$ cat src/rtl/dram_arb_pkg.sv
// dram_arb_pkg: shared types and address-window helpers for the data-RAM
// arbiter.
//   word_t          : 16-bit RAM address / data word
//   REQ_CORE/REQ_DMA: requester indices (core load/store unit, loader/DMA)
//   RAM_HI          : last word of the RAM window
//   ram_lo()        : first RAM word, just above the port-mapped region
//   in_ram()        : address falls inside [ram_lo, RAM_HI]
package dram_arb_pkg;

    typedef logic [15:0] word_t;

    localparam int REQ_CORE = 0;
    localparam int REQ_DMA  = 1;

    // Bit 15 set would alias the upper half, which this RAM does not decode.
    localparam word_t RAM_HI = 16'h7FFF;

    // The port-mapped region occupies 2*2**port_exponent words from address 0.
    function automatic word_t ram_lo(input int port_exponent);
        return word_t'(2 * (2 ** port_exponent));
    endfunction

    function automatic logic in_ram(input word_t a, input int port_exponent);
        return (a >= ram_lo(port_exponent)) && (a <= RAM_HI);
    endfunction

endpackage

$ cat src/rtl/dram_arbiter_if.sv
// dram_arbiter_if: requester-side bus of the data-RAM arbiter, one lane per
// requester (index 0 = core, 1 = DMA).
//   req/we/lock/addr/wdata : driven by the requesters
//   gnt                    : access performed this cycle
//   rvalid/err/rdata       : response for the grant of the previous cycle
//
// Handshake: req is the valid. gnt is the same-cycle ready/accept; a requester
// keeps req, we, addr and wdata stable until it sees gnt, and the access is
// complete in exactly the cycle gnt is high. Reads (and rejected accesses)
// answer with rvalid in the following cycle; in-range writes give no response.
interface dram_arbiter_if;

    logic [1:0]       req;
    logic [1:0]       we;
    logic [1:0]       lock;
    logic [1:0][15:0] addr;
    logic [1:0][15:0] wdata;
    logic [1:0]       gnt;
    logic [1:0]       rvalid;
    logic [1:0]       err;
    logic [15:0]      rdata;

    modport slave (
        input  req, we, lock, addr, wdata,
        output gnt, rvalid, err, rdata
    );

    modport master (
        output req, we, lock, addr, wdata,
        input  gnt, rvalid, err, rdata
    );

endinterface

$ cat src/rtl/dram_arbiter.sv
// dram_arbiter: round-robin arbiter with bounded locked bursts between the
// core (requester 0) and the loader/DMA engine (requester 1) for the shared
// single-port data RAM.
//   clk, rst      : clock, synchronous active-high reset
//   bus           : requester bus (dram_arbiter_if.slave)
//   mem_read      : RAM read strobe for the grant cycle
//   mem_write     : RAM write strobe; the RAM commits on the falling edge
//   mem_addr      : RAM word address
//   mem_din       : RAM write data
//   mem_dout      : RAM combinational read data
module dram_arbiter
    import dram_arb_pkg::*;
#(
    parameter int PORT_EXPONENT = 3,
    parameter int MAX_BURST     = 4
) (
    input  logic           clk,
    input  logic           rst,
    dram_arbiter_if.slave  bus,
    output logic           mem_read,
    output logic           mem_write,
    output word_t          mem_addr,
    output word_t          mem_din,
    input  word_t          mem_dout
);

    localparam logic [3:0] MAX_B = 4'(MAX_BURST);

    // Arbitration state
    logic       last_q;
    logic       locked_q;
    logic [3:0] burst_q;

    // Response register
    logic [1:0] rvalid_q;
    logic [1:0] err_q;
    word_t      rdata_q;

    logic       win;
    logic [1:0] win_onehot;
    logic       grant;
    logic       win_in_ram;
    logic       win_we;
    logic [3:0] burst_next;
    logic       locked_next;

    always_comb begin
        win         = 1'b0;
        win_onehot  = 2'b00;
        grant       = 1'b0;
        win_in_ram  = 1'b0;
        win_we      = 1'b0;
        burst_next  = 4'd1;
        locked_next = 1'b0;
        bus.gnt     = 2'b00;
        mem_read    = 1'b0;
        mem_write   = 1'b0;
        mem_addr    = '0;
        mem_din     = '0;

        if (locked_q && bus.req[last_q]) begin
            win = last_q;
        end else if (&bus.req) begin
            win = ~last_q;
        end else begin
            // Single requester (or none, in which case win is unused).
            win = bus.req[REQ_DMA];
        end

        win_onehot[win] = 1'b1;
        grant           = (|bus.req) && !rst;
        win_in_ram      = in_ram(bus.addr[win], PORT_EXPONENT);
        win_we          = bus.we[win];

        // A burst only continues when the lock was in force and the same
        // requester wins again; any other grant opens a fresh run.
        burst_next  = (win == last_q && locked_q) ? burst_q + 4'd1 : 4'd1;
        locked_next = bus.lock[win] && (burst_next < MAX_B);

        if (grant) begin
            bus.gnt = win_onehot;
            if (win_in_ram) begin
                mem_read  = !win_we;
                mem_write = win_we;
                mem_addr  = bus.addr[win];
                mem_din   = bus.wdata[win];
            end
        end

        // Gated by rst so a read granted just before reset never answers.
        bus.rvalid = rst ? 2'b00 : rvalid_q;
        bus.err    = rst ? 2'b00 : err_q;
        bus.rdata  = rst ? '0 : rdata_q;
    end

    always_ff @(posedge clk) begin
        if (rst) begin
            last_q   <= 1'b1;
            locked_q <= 1'b0;
            burst_q  <= 4'd0;
            rvalid_q <= 2'b00;
            err_q    <= 2'b00;
            rdata_q  <= '0;
        end else if (grant) begin
            last_q   <= win;
            locked_q <= locked_next;
            burst_q  <= burst_next;
            if (!win_in_ram) begin
                rvalid_q <= win_onehot;
                err_q    <= win_onehot;
                rdata_q  <= '0;
            end else if (!win_we) begin
                rvalid_q <= win_onehot;
                err_q    <= 2'b00;
                rdata_q  <= mem_dout;
            end else begin
                rvalid_q <= 2'b00;
                err_q    <= 2'b00;
                rdata_q  <= '0;
            end
        end else begin
            locked_q <= 1'b0;
            burst_q  <= 4'd0;
            rvalid_q <= 2'b00;
            err_q    <= 2'b00;
            rdata_q  <= '0;
        end
    end

endmodule

$ cat src/flat_wrapper.sv
// flat-port wrapper written by rule: the top's interface ports become plain ports
module dram_arbiter_flat import dram_arb_pkg::*;
#(
    parameter int PORT_EXPONENT = 3,
    parameter int MAX_BURST     = 4
)
  (clk, rst, mem_read, mem_write, mem_addr, mem_din, mem_dout, bus_req, bus_we, bus_lock, bus_addr, bus_wdata, bus_gnt, bus_rvalid, bus_err, bus_rdata);
  dram_arbiter_if bus_i ();
  input  logic clk;
  input  logic rst;
  output logic mem_read;
  output logic mem_write;
  output word_t mem_addr;
  output word_t mem_din;
  input  word_t mem_dout;
  input wire logic [$bits(bus_i.req)-1:0] bus_req;
  input wire logic [$bits(bus_i.we)-1:0] bus_we;
  input wire logic [$bits(bus_i.lock)-1:0] bus_lock;
  input wire logic [$bits(bus_i.addr)-1:0] bus_addr;
  input wire logic [$bits(bus_i.wdata)-1:0] bus_wdata;
  output wire logic [$bits(bus_i.gnt)-1:0] bus_gnt;
  output wire logic [$bits(bus_i.rvalid)-1:0] bus_rvalid;
  output wire logic [$bits(bus_i.err)-1:0] bus_err;
  output wire logic [$bits(bus_i.rdata)-1:0] bus_rdata;
  assign bus_i.req = bus_req;
  assign bus_i.we = bus_we;
  assign bus_i.lock = bus_lock;
  assign bus_i.addr = bus_addr;
  assign bus_i.wdata = bus_wdata;
  assign bus_gnt = bus_i.gnt;
  assign bus_rvalid = bus_i.rvalid;
  assign bus_err = bus_i.err;
  assign bus_rdata = bus_i.rdata;
  dram_arbiter #(.PORT_EXPONENT(PORT_EXPONENT), .MAX_BURST(MAX_BURST)) u_core (.clk(clk), .rst(rst), .bus(bus_i), .mem_read(mem_read), .mem_write(mem_write), .mem_addr(mem_addr), .mem_din(mem_din), .mem_dout(mem_dout));
endmodule
$ cat config.mk
export PLATFORM = sky130hd
export DESIGN_NAME = dram_arbiter_flat
export DESIGN_NICKNAME = d
export VERILOG_FILES = /design/src/rtl/dram_arb_pkg.sv /design/src/rtl/dram_arbiter_if.sv /design/src/rtl/dram_arbiter.sv /design/src/flat_wrapper.sv
export SDC_FILE = /design/constraint.sdc
export NUM_CORES = 1
export LEC_CHECK = 0
export ABC_AREA = 0
export CAP_MARGIN = 15
export CORE_MARGIN = 8
export CORE_UTILIZATION = 50
export DETAILED_ROUTE_END_ITERATION = 10
export DONT_BUFFER_PORTS = 1
export PLACE_DENSITY = 0.69
export REMOVE_ABC_BUFFERS = 1
export SYNTH_ARGS = -nofsm -noshare
export SYNTH_HDL_FRONTEND = slang
export SYNTH_SLANG_ARGS = --single-unit
$ cat constraint.sdc
create_clock -name clk -period 4.6 [get_ports clk]
set_input_delay 0.92 -clock clk [delete_from_list [all_inputs] [get_ports clk]]
set_output_delay 0.92 -clock clk [all_outputs]
set_load 0.05 [all_outputs]
# Yosys cells after proc, flatten, opt, wreduce, memory -nomap -nowiden
# Cells that the tools add are included.
totals:
  ff_bits: 26
  inputBits: 88
  output_inout_bits: 56
  elab_cells: 59
classes:
  add_sub_neg: 1
  order_cmp: 6
  n_eq_ne: 1
  mux: 29
  bitwise: 3
  n_reduce_logical: 13
ops:
  columns: ["cell", "n"]
  rows:
  - ["two-way mux 16 bit", 9]
  - [">= comparator 16 x 5 -> 1 bit, second input constant", 1]
  - ["<= comparator 16 x 15 -> 1 bit, second input constant", 1]
  - ["two-way mux 1 bit", 13]
  - ["two-way mux 2 bit", 5]
  - ["logical AND 1 bit", 6]
  - ["adder 4 x 1 -> 4 bit, second input constant", 1]
  - ["< comparator 1 x 2 -> 1 bit, second input constant", 2]
  - ["< comparator 4 x 3 -> 1 bit, second input constant", 1]
  - ["two-way mux 4 bit", 1]
  - ["OR reduction 2 bit", 2]
  - ["OR reduction 4 bit", 1]
  - ["inverter 1 bit", 3]
  - ["OR reduction 3 bit", 1]
  - ["logical NOT 1 bit", 2]
  - ["AND reduction 2 bit", 1]
  - ["demux 1 bit (select 1 bit)", 1]
  - ["== test 1 bit", 1]
  - [">= comparator 1 bit, second input constant", 1]

# Longest topological paths before layout
# Gate-level depths: netlist of the first run.
logic_depth:
  ltp_word: 10
  mapped_depth: 7
  mapped_depth_nobuf: 4

# Least setup slack after synthesis of the first run
# No wires, ideal clock.
synth_timing:
  path_type: "in2out"
  start: "input bus_req[0]"
  end: "output mem_write"
  t_arrival_ns: 2.729
  t_required_ns: 3.680
  slack_ns: 0.951
  stages: 7
  n_path_buf: 3
  path_cell_list: "clkbuf_2 -> inv_1 -> o21ai_0 -> buf_2 -> o22ai_2 -> buf_6 -> a21oi_1"
synth_between:
  elab_chain_cells: 10
  elab_cells_between_ends: 17
  cone_classes: "2 x order compare; 10 x mux; 5 x reduce/logical"
synth_lines:
  columns: ["item", "line_no", "text"]
  rows:
  - ["start, declared", "flat_wrapper.sv:16", "input wire logic [$bits(bus_i.req)-1:0] bus_req;"]
  - ["two-way mux 1 bit (implied by the code) (2 in a row)", "dram_arbiter.sv:61", "if (locked_q && bus.req[last_q]) begin"]
  - ["logical AND 1 bit", "dram_arbiter.sv:61", null]
  - ["two-way mux 1 bit", "dram_arbiter.sv:61", null]
  - ["two-way mux 16 bit (implied by the code) (2 in a row)", "dram_arbiter.sv:72", "win_in_ram = in_ram(bus.addr[win], PORT_EXPONENT);"]
  - [">= comparator 16 x 5 -> 1 bit or <= comparator 16 x 15 -> 1 bit (tied branches)", "dram_arb_pkg.sv:24", "return (a >= ram_lo(port_exponent)) && (a <= RAM_HI);"]
  - ["logical AND 1 bit", "dram_arb_pkg.sv:24", null]
  - ["two-way mux 1 bit", "dram_arbiter.sv:82", "if (win_in_ram) begin"]
  - ["two-way mux 1 bit (*)", "dram_arbiter.sv:80", "if (grant) begin"]
  - ["end, declared", "flat_wrapper.sv:12", "output logic mem_write;"]
# Every way passes the cells marked *; elsewhere a longest branch is shown, timed or not. The select of a mux whose other input is x is not followed.

# Worst setup path after layout of the first run
# Ends and elaborated chain as after synthesis.

==> qor.yml, run 1 <==
timing:
  setup_viol: 0
  maxSlewHeadroom: 0.3378
  fin_crit_ns: 3.471
  skew_ns: 0.0009606
  rsz0062_at_grt: "no"
  fin_crit_sh: 0.7546
  tightest_slew_ns: 0.9913
  whs_ns: 0.5007
  fmaxAchievable_ghz: 0.2881
  hold_viol: 0
  slew_viol_final: 0
  setup_slack_ns: 1.129
setup_path:
  r2r_setup_slack_ns: 2.48
  critPathRequiredTime_ns: 3.68
  cp-end-kind: "output pin"
  critPathMaxFanout: 24
  criticalPathCategory: "in2out"
  startpoint_type: "primary input"
  arrival_ns: 2.55
placed_design:
  pre_cts_ws_ns: 1.141
  dp_cells: 300
  dp_hpwl_mm: 4.542
  numPortBuffers: 0
  place.gp.congestion: 0.8132
outcome:
  status: "completed"
drt:
  first_pass_iters: 4
  vias: 1740
  viasPerCell: 5.724
  wl_per_cell_um: 18.54
  drc: 0
  dr.first_iter.drc_count: 91
  ant_nets: 0
  wl_mm: 5.635
logic_synthesis:
  avgSynthCellArea_sq_um: 7.427
  synthTopCellsByArea: "dfxtp_1 30%, nand3_1 13%, a21oi_1 10%, nor2b_1 7.2%, nor3b_2 5.7%"
  synthTopCellsByCount: "44 x nand3_1, 35 x a21oi_1, 26 x dfxtp_1, 26 x nand2_1, 20 x nor2b_1"
  synth_area_leader_cell: "dfxtp_1"
  synthFlopType: "dfxtp_1"
  synth_top_cell_area_share: 0.2982
  synth-seq-cells: 26
  synth_edf_count: 0
  ys_types: 31
  synthCells: 235
  post-synth-top-count-cell: "nand3_1"
  ys_seq_area_frac: 0.2982
  synth.cell_area_sq_mm: 0.001745
  async_flop_share: 0
  yosysWarnings: 0
clock_tree:
  clk_pin_slew_worst_paths_ns: 0.14
  cts_setup_buffers: 0
  hold_buffers: 0
  insertion_delay_ns: 0.31
  cts_buffers: 3
  cts_max_path_buffers: 2
  clock-sinks: 26
  ctsResizeCount: 0
  cts_tree: "built"
  cts_root_buf: "clkbuf_4"
  cts.htree.levels: 1
floorplanning:
  coreArea_sq_mm: 0.003337
  ios: 144
  die_height_um: 75.09
  row_count: 21
  die_area_sq_mm: 0.005638
  start_util: 0.5231
  die_width_um: 75.09
cells_and_area:
  drive_gt1_frac: 0.2287
  diodes: 0
  fill_cells: 312
  final_cells: 304
  fin_nets: 348
  areaGrowthSynthToFinish_pct: 17.28
worst_hold_path:
  hp-class: "reg2reg"
grt:
  grt_pass1_vias: 1673
  grt_pass1_wl_mm: 7.783
  overflow: 0
  grt_usage: 0.1767
  grt_start_max_net_pins: 28
  antenna_found_initial: 0
power:
  peakVddDrop_uv: 180.7
  power_w: 0.0005873
  powerDensity_mw_per_mm2: 286.9
  leakagePower_nw: 0.8089
run:
  cap_viol_max_count: 0
critical path: stages:
cell     delay (ns)
inv_1          0.06
o21ai_2        0.51
buf_4          0.37
o22ai_2        0.09
buf_4          0.22
a21oi_1        0.15
buf_4          0.22
final cells by class:
| type | count | area, sq um | area share |
|---|---|---|---|
| flip-flops and latches | 26 | 520.5 | 0.2543 |
| clock buffers | 3 | 22.52 | 0.01100 |
| inverters | 5 | 18.77 | 0.009169 |
| multi-input cells | 183 | 1097 | 0.5361 |
| well taps | 46 | 57.56 | 0.02812 |
| clock inverters | 1 | 30.03 | 0.01467 |
| repair buffers | 40 | 300.3 | 0.1467 |
flip-flops by register name, indices dropped and copies added, names as in the netlist:
name and flops:
u_core.rvalid_q 2, u_core.rdata_q 16, u_core.burst_q 4, u_core.locked_q 1, u_core.last_q 1, u_core.err_q 2
layer usage:
layer | vias to the layer above | track usage | part of all wire
li1 | 866 | - | -
met1 | 766 | 0.1805 | 0.34
met2 | 104 | 0.3100 | 0.49
met3 | 4 | 0.07989 | 0.16
met4 | 0 | 0.06087 | 0.011
met5 | - | 0 | 0
report_power, final:
group | internal, W | switching, W | total (W)
Combinational | 0.0000558 | 0.000140 | 0.000196
Sequential | 0.000234 | 0.00000397 | 0.000238
Clock | 0.0000880 | 0.0000655 | 0.000154
Total | 0.000377 | 0.000210 | 0.000587
per-stage QoR:
stage	TNS (ns)	util	instance area (sq um)
after global routing	0	0.6134	2047
final	0	0.6134	2047
after floorplan	-16.35	-	1630
after global placement	0	0.5977	1994
after detailed placement	0	0.5977	1994
after CTS	0	0.6134	2047
worst paths after layout:
path,startpoint,to,cells past startpoint
setup / recovery,bus_req[0],mem_write,7
hold reg to reg,u_core.burst_q[0]$_SDFF_PP0_,u_core.burst_q[0]$_SDFF_PP0_,1
setup reg to reg,u_core.last_q$_SDFFE_PP1P_,u_core.rdata_q[14]$_SDFF_PP0_,6
hold / removal,u_core.burst_q[0]$_SDFF_PP0_,u_core.burst_q[0]$_SDFF_PP0_,1
cells in the final DEF (no fill, tap or decap):
master,count
clkbuf_4,3
ha_1,1
o21bai_1,2
bufinv_16,1
inv_1,5
a21oi_1,35
dfxtp_1,26
nor3_1,5
nor2_2,1
a2111oi_2,1
buf_4,40
nor3b_1,9
nand2b_1,1
a31oi_2,1
mux2i_1,1
o22ai_2,1
nor4_1,4
o21ai_2,1
a2111oi_4,1
a31oi_1,3
conb_1,1
nor2_1,6
a21oi_2,1
xor2_1,3
xnor2_1,2
a211oi_1,5
nor3b_2,8
nor2b_1,20
nand2_1,26
nand3_1,44
kinds of logic (layout without fill, tap and decap cells):
kind of cell / after synthesis / in the layout / synth area share
compound gates: 51 / 51 / 0.1878
xor+xnor: 5 / 5 / 0.02509
other cells: 1 / 1 / 0.002148
mux: 1 / 1 / 0.005735
buf+inv: 26 / 49 / 0.07670
simple gates: 124 / 124 / 0.3971
flops: 26 / 26 / 0.2982
fa+ha+maj: 1 / 1 / 0.007167
(Power assumes the default switching activity.)
==> run 2, diff against run 1 <==
--- a/config.mk
+++ b/config.mk
@@ -11,7 +11,7 @@
 export CORE_UTILIZATION = 50
 export DETAILED_ROUTE_END_ITERATION = 10
 export DONT_BUFFER_PORTS = 1
-export PLACE_DENSITY = 0.69
+export PLACE_DENSITY = 0.72
 export REMOVE_ABC_BUFFERS = 1
 export SYNTH_ARGS = -nofsm -noshare
 export SYNTH_HDL_FRONTEND = slang
==> constraint.sdc (replaced) <==
create_clock -name clk -period 2.88 [get_ports clk]
set_input_delay 0.576 -clock clk [delete_from_list [all_inputs] [get_ports clk]]
set_output_delay 0.576 -clock clk [all_outputs]
set_load 0.05 [all_outputs]
==> qor.yml, run 2 (synthesis results as in run 1) <==
power:
  power_w: 0.0009568
  peakVddDrop_uv: 186.8
  leakagePower_nw: 0.9373
  powerDensity_mw_per_mm2: 429.6
grt:
  grt_start_max_net_pins: 32
  grt_usage: 0.1868
  overflow: 0
  antenna_found_initial: 0
  grt_pass1_vias: 1713
  grt_pass1_wl_mm: 8.245
timing:
  rsz0062_at_grt: "no"
  fin_crit_ns: 2.750
  skew_ns: 0.002025
  setup_viol: 0
  fmaxAchievable_ghz: 0.3636
  slew_viol_final: 0
  fin_crit_sh: 0.9550
  hold_viol: 0
cells_and_area:
  fill_cells: 300
  largest_reg_flops: 16
  final_cells: 328
  diodes: 0
  layout_commonest_cell: "buf_4"
  final_util: 0.6674
  final_cell_mix: "64 x buf_4, 44 x nand3_1, 35 x a21oi_1"
  areaGrowthSynthToFinish_pct: 27.60
  fin_nets: 372
  max_flop_register: "u_core.rdata_q"
  largest_registers: "u_core.rdata_q x16, u_core.burst_q x4"
  drive_gt1_frac: 0.2943
setup_path:
  regToRegEndpoint: "u_core.rdata_q[10]$_SDFF_PP0_"
  crit_end: "mem_din[5]"
  critPathRequiredTime_ns: 2.30
  cp_num_buf_inv: 2
  cp-end-kind: "output pin"
  startpoint_type: "register"
  criticalPathCategory: "reg2out"
  arrival_ns: 2.17
  cp_cell_sequence: "xnor2_1 > a2111oi_2 > nor2_2 > buf_4 > a21oi_1 > buf_4"
  crit_slowest_cell: "a2111oi_2"
  slowest_delay_ns: 0.52
  r2r_setup_slack_ns: 1.05
  crit_start: "u_core.last_q$_SDFFE_PP1P_"
  critPathMaxFanout: 31
  worst-path-stages: 6
  critPathTopFamily: "compound AO/OA/AOI/OAI gates"
  reg2reg_depth: 5
  reg2reg_from: "u_core.last_q$_SDFFE_PP1P_"
  cpMostUsedCell: "buf_4"
clock_tree:
  ctsResizeCount: 0
  cts_root_buf: "clkbuf_4"
  cts_setup_buffers: 0
  insertion_delay_ns: 0.31
  cts_buffers: 3
  cts.htree.levels: 1
  cts_max_path_buffers: 2
  clk_pin_slew_worst_paths_ns: 0.14
  hold_buffers: 0
  clock-sinks: 26
  cts_tree: "built"
drt:
  vias: 1854
  viasPerCell: 5.652
  wl_mm: 5.855
  ant_nets: 0
  first_pass_iters: 4
  drc: 0
  dr.first_iter.drc_count: 108
  wl_per_cell_um: 17.85
floorplanning:
  ios: 144
  die_area_sq_mm: 0.005638
  die_width_um: 75.09
  coreArea_sq_mm: 0.003337
  row_count: 21
  die_height_um: 75.09
  start_util: 0.5231
placed_design:
  place.gp.congestion: 0.8408
  numPortBuffers: 0
  dp_hpwl_mm: 4.771
  dp_cells: 324
run:
  cap_viol_max_count: 0
worst_hold_path:
  hp-class: "in2reg"
outcome:
  status: "completed"
[run 2: changes by cell type in the layout (fill, tap and decap cells not counted)]
cell,change
buf_4,+24
[run 2: cell type report]
cell class	instances	area (sq um)	share of cell area
Tap cell	46	57.56	0.02584
Timing Repair Buffer	64	480.5	0.2157
Multi-Input combinational cell	183	1097	0.4927
Inverter	5	18.77	0.008427
Clock inverter	1	30.03	0.01348
Clock buffer	3	22.52	0.01011
Sequential cell	26	520.5	0.2337
[run 2: worst min-delay path by stage]
stage,startpoint,end,slack [ns],depth (start not counted)
3_3_place_gp,u_core.burst_q[0]$_SDFF_PP0_,u_core.burst_q[0]$_SDFF_PP0_,0.47,1
3_5_place_dp,u_core.burst_q[0]$_SDFF_PP0_,u_core.burst_q[0]$_SDFF_PP0_,0.48,1
5_1_grt,rst,u_core.rvalid_q[1]$_SDFF_PP0_,0.28,1
4_1_cts,rst,u_core.rvalid_q[1]$_SDFF_PP0_,0.30,1
2_1_floorplan,u_core.burst_q[0]$_SDFF_PP0_,u_core.burst_q[0]$_SDFF_PP0_,0.45,1
6_report,rst,u_core.rvalid_q[1]$_SDFF_PP0_,0.31,1
[run 2: report_power, final]
part	internal (W)	switching, W	total, W
Combinational	0.000102	0.000227	0.000329
Sequential	0.000373	0.00000649	0.000380
Clock	0.000141	0.000108	0.000248
[run 2: layer usage]
metal	track usage	part of all wire	up-vias
met1	0.1971	0.34	821
met3	0.08788	0.15	4
met2	0.3225	0.50	112
met4	0.05217	0.0070	0
li1	-	-	917
met5	0	0	-
[run 2: metrics by stage]
step / setup WS (ns) / hold WS (ns) / TNS [ns] / area, sq um
after floorplan: -2.244 / 0.4508 / -70.52 / 1630
after global placement: 0.5127 / 0.4656 / 0 / 2175
after detailed placement: 0.4894 / 0.4771 / 0 / 2175
after CTS: 0.1248 / 0.3018 / 0 / 2227
after global routing: 0.01363 / 0.2783 / 0 / 2227
final: 0.1295 / 0.3114 / 0 / 2227
==> run 3, diff against run 2 <==
--- a/config.mk
+++ b/config.mk
@@ -7,7 +7,6 @@
 export LEC_CHECK = 0
 export ABC_AREA = 0
 export CAP_MARGIN = 15
-export CORE_MARGIN = 8
 export CORE_UTILIZATION = 50
 export DETAILED_ROUTE_END_ITERATION = 10
 export DONT_BUFFER_PORTS = 1
@@ -16,3 +15,4 @@
 export SYNTH_ARGS = -nofsm -noshare
 export SYNTH_HDL_FRONTEND = slang
 export SYNTH_SLANG_ARGS = --single-unit
+export TNS_END_PERCENT = 5
==> qor.yml, run 3 (synthesis results as in run 1) <==
outcome:
  status: "completed"
setup_path:
  arrival_ns: 2.11
  startpoint_type: "register"
  critPathRequiredTime_ns: 2.30
  criticalPathCategory: "reg2out"
  cp-end-kind: "output pin"
  reg2reg_from: "u_core.locked_q$_SDFF_PP0_"
  r2r_setup_slack_ns: 1.16
  reg2reg_depth: 5
  critPathMaxFanout: 27
  regToRegEndpoint: "u_core.rdata_q[13]$_SDFF_PP0_"
timing:
  hold_viol: 0
  setup_viol: 0
  rsz0062_at_grt: "no"
  skew_ns: 0.01173
  whs_ns: 0.3116
  slew_viol_final: 0
  setup_slack_ns: 0.1963
  fmaxAchievable_ghz: 0.3726
  fin_crit_ns: 2.684
  fin_crit_sh: 0.9318
clock_tree:
  cts.htree.levels: 1
  insertion_delay_ns: 0.31
  cts_root_buf: "clkbuf_4"
  clk_pin_slew_worst_paths_ns: 0.14
  cts_max_path_buffers: 2
  cts_tree: "built"
  cts_setup_buffers: 0
  clock-sinks: 26
  cts_buffers: 3
worst_hold_path:
  hp-class: "in2reg"
  holdPathStages: 1
  min-delay-start: "rst"
  hold_path_end: "u_core.rvalid_q[1]$_SDFF_PP0_"
grt:
  overflow: 0
  grt_pass1_vias: 1621
  grt_pass1_wl_mm: 6.851
  grt_usage: 0.2458
  antenna_found_initial: 0
  grt_start_max_net_pins: 32
power:
  p_seq_frac: 0.398
  swShare: 0.3510
  combPwrFrac: 0.349
  peakVddDrop_uv: 215.1
  powerDensity_mw_per_mm2: 425.4
  power.share.clock: 0.253
  power_w: 0.0009554
  p_sw_w: 0.0003354
  intPower_w: 0.0006200
  leakagePower_nw: 0.9418
placed_design:
  numPortBuffers: 0
  dp_hpwl_mm: 3.829
  placed_area_sq_mm: 0.002192
  place.gp.congestion: 0.8428
  pre_cts_ws_ns: 0.4305
drt:
  drc: 0
  dr.first_iter.drc_count: 99
  vias: 1894
  first_pass_iters: 5
  ant_nets: 0
  wl_per_cell_um: 15.12
  wl_mm: 4.945
  viasPerCell: 5.792
cells_and_area:
  layout_commonest_cell: "buf_4"
  final_cell_mix: "61 x buf_4, 44 x nand3_1, 35 x a21oi_1"
  areaGrowthSynthToFinish_pct: 28.67
  final_util: 0.6730
  drive_gt1_frac: 0.2954
  largest_reg_flops: 16
  fill_cells: 289
  fin_nets: 371
  diodes: 0
  max_flop_register: "u_core.rdata_q"
  largest_registers: "u_core.rdata_q x16, u_core.burst_q x4"
  final_area_sq_mm: 0.002246
run:
  cap_viol_max_count: 0
floorplanning:
  die_height_um: 61.09
  ios: 144
  row_count: 21
  die_area_sq_mm: 0.003731
  die_width_um: 61.09
  coreArea_sq_mm: 0.003337
  start_util: 0.5231
## run 3: per-stage QoR
step,TNS (ns),std cells
after floorplan,-70.52,214
after global placement,0,323
after detailed placement,0,323
after CTS,0,327
after global routing,0,327
final,0,327
## run 3: layout make-up
type	count	area, sq um	share of cell area
Multi-Input combinational cell	183	1097	0.4886
Tap cell	46	57.56	0.02563
Clock inverter	1	30.03	0.01337
Sequential cell	26	521.8	0.2323
Inverter	5	18.77	0.008357
Timing Repair Buffer	63	498.0	0.2217
Clock buffer	3	22.52	0.01003
## run 3: what timing repair did
item                       CTS  global route
setup endpoints to repair    0             1
gates resized for setup      0             1
hold buffers                 0             0
## run 3: worst max-delay path by stage
stage | start | slack (ns) | to
6_report | u_core.locked_q$_SDFF_PP0_ | 0.20 | mem_addr[7]
5_1_grt | u_core.locked_q$_SDFF_PP0_ | 0.04 | mem_addr[7]
4_1_cts | u_core.last_q$_SDFFE_PP1P_ | 0.08 | mem_addr[7]
3_5_place_dp | bus_req[0] | 0.43 | mem_addr[7]
3_3_place_gp | bus_req[0] | 0.44 | mem_addr[7]
2_1_floorplan | bus_req[0] | -2.24 | mem_write
## run 3: power by group through the flow
stage,Sequential [W],Combinational (W),Clock (W)
finish,0.000380,0.000334,0.000242
global route,0.000382,0.000359,0.000264
CTS,0.000380,0.000335,0.000246
detailed placement,0.000388,0.000334,0
global placement,0.000387,0.000331,0
floorplan,0.000386,0.000242,0
## run 3: critical path, cell delays in order, from the launching register on
cell       delay (ns)
dfxtp_1          0.44
xor2_1           0.17
a2111oi_4        0.43
nor2_2           0.14
buf_12           0.19
a21oi_1          0.17
buf_4            0.23
## run 3: metal layers
metal,up-vias,wire length (um),GRT usage
met2,106,2511,0.4332
met3,12,449,0.04202
li1,916,-,-
met1,860,1871,0.2784
met5,-,0,0
met4,0,113,0.1429
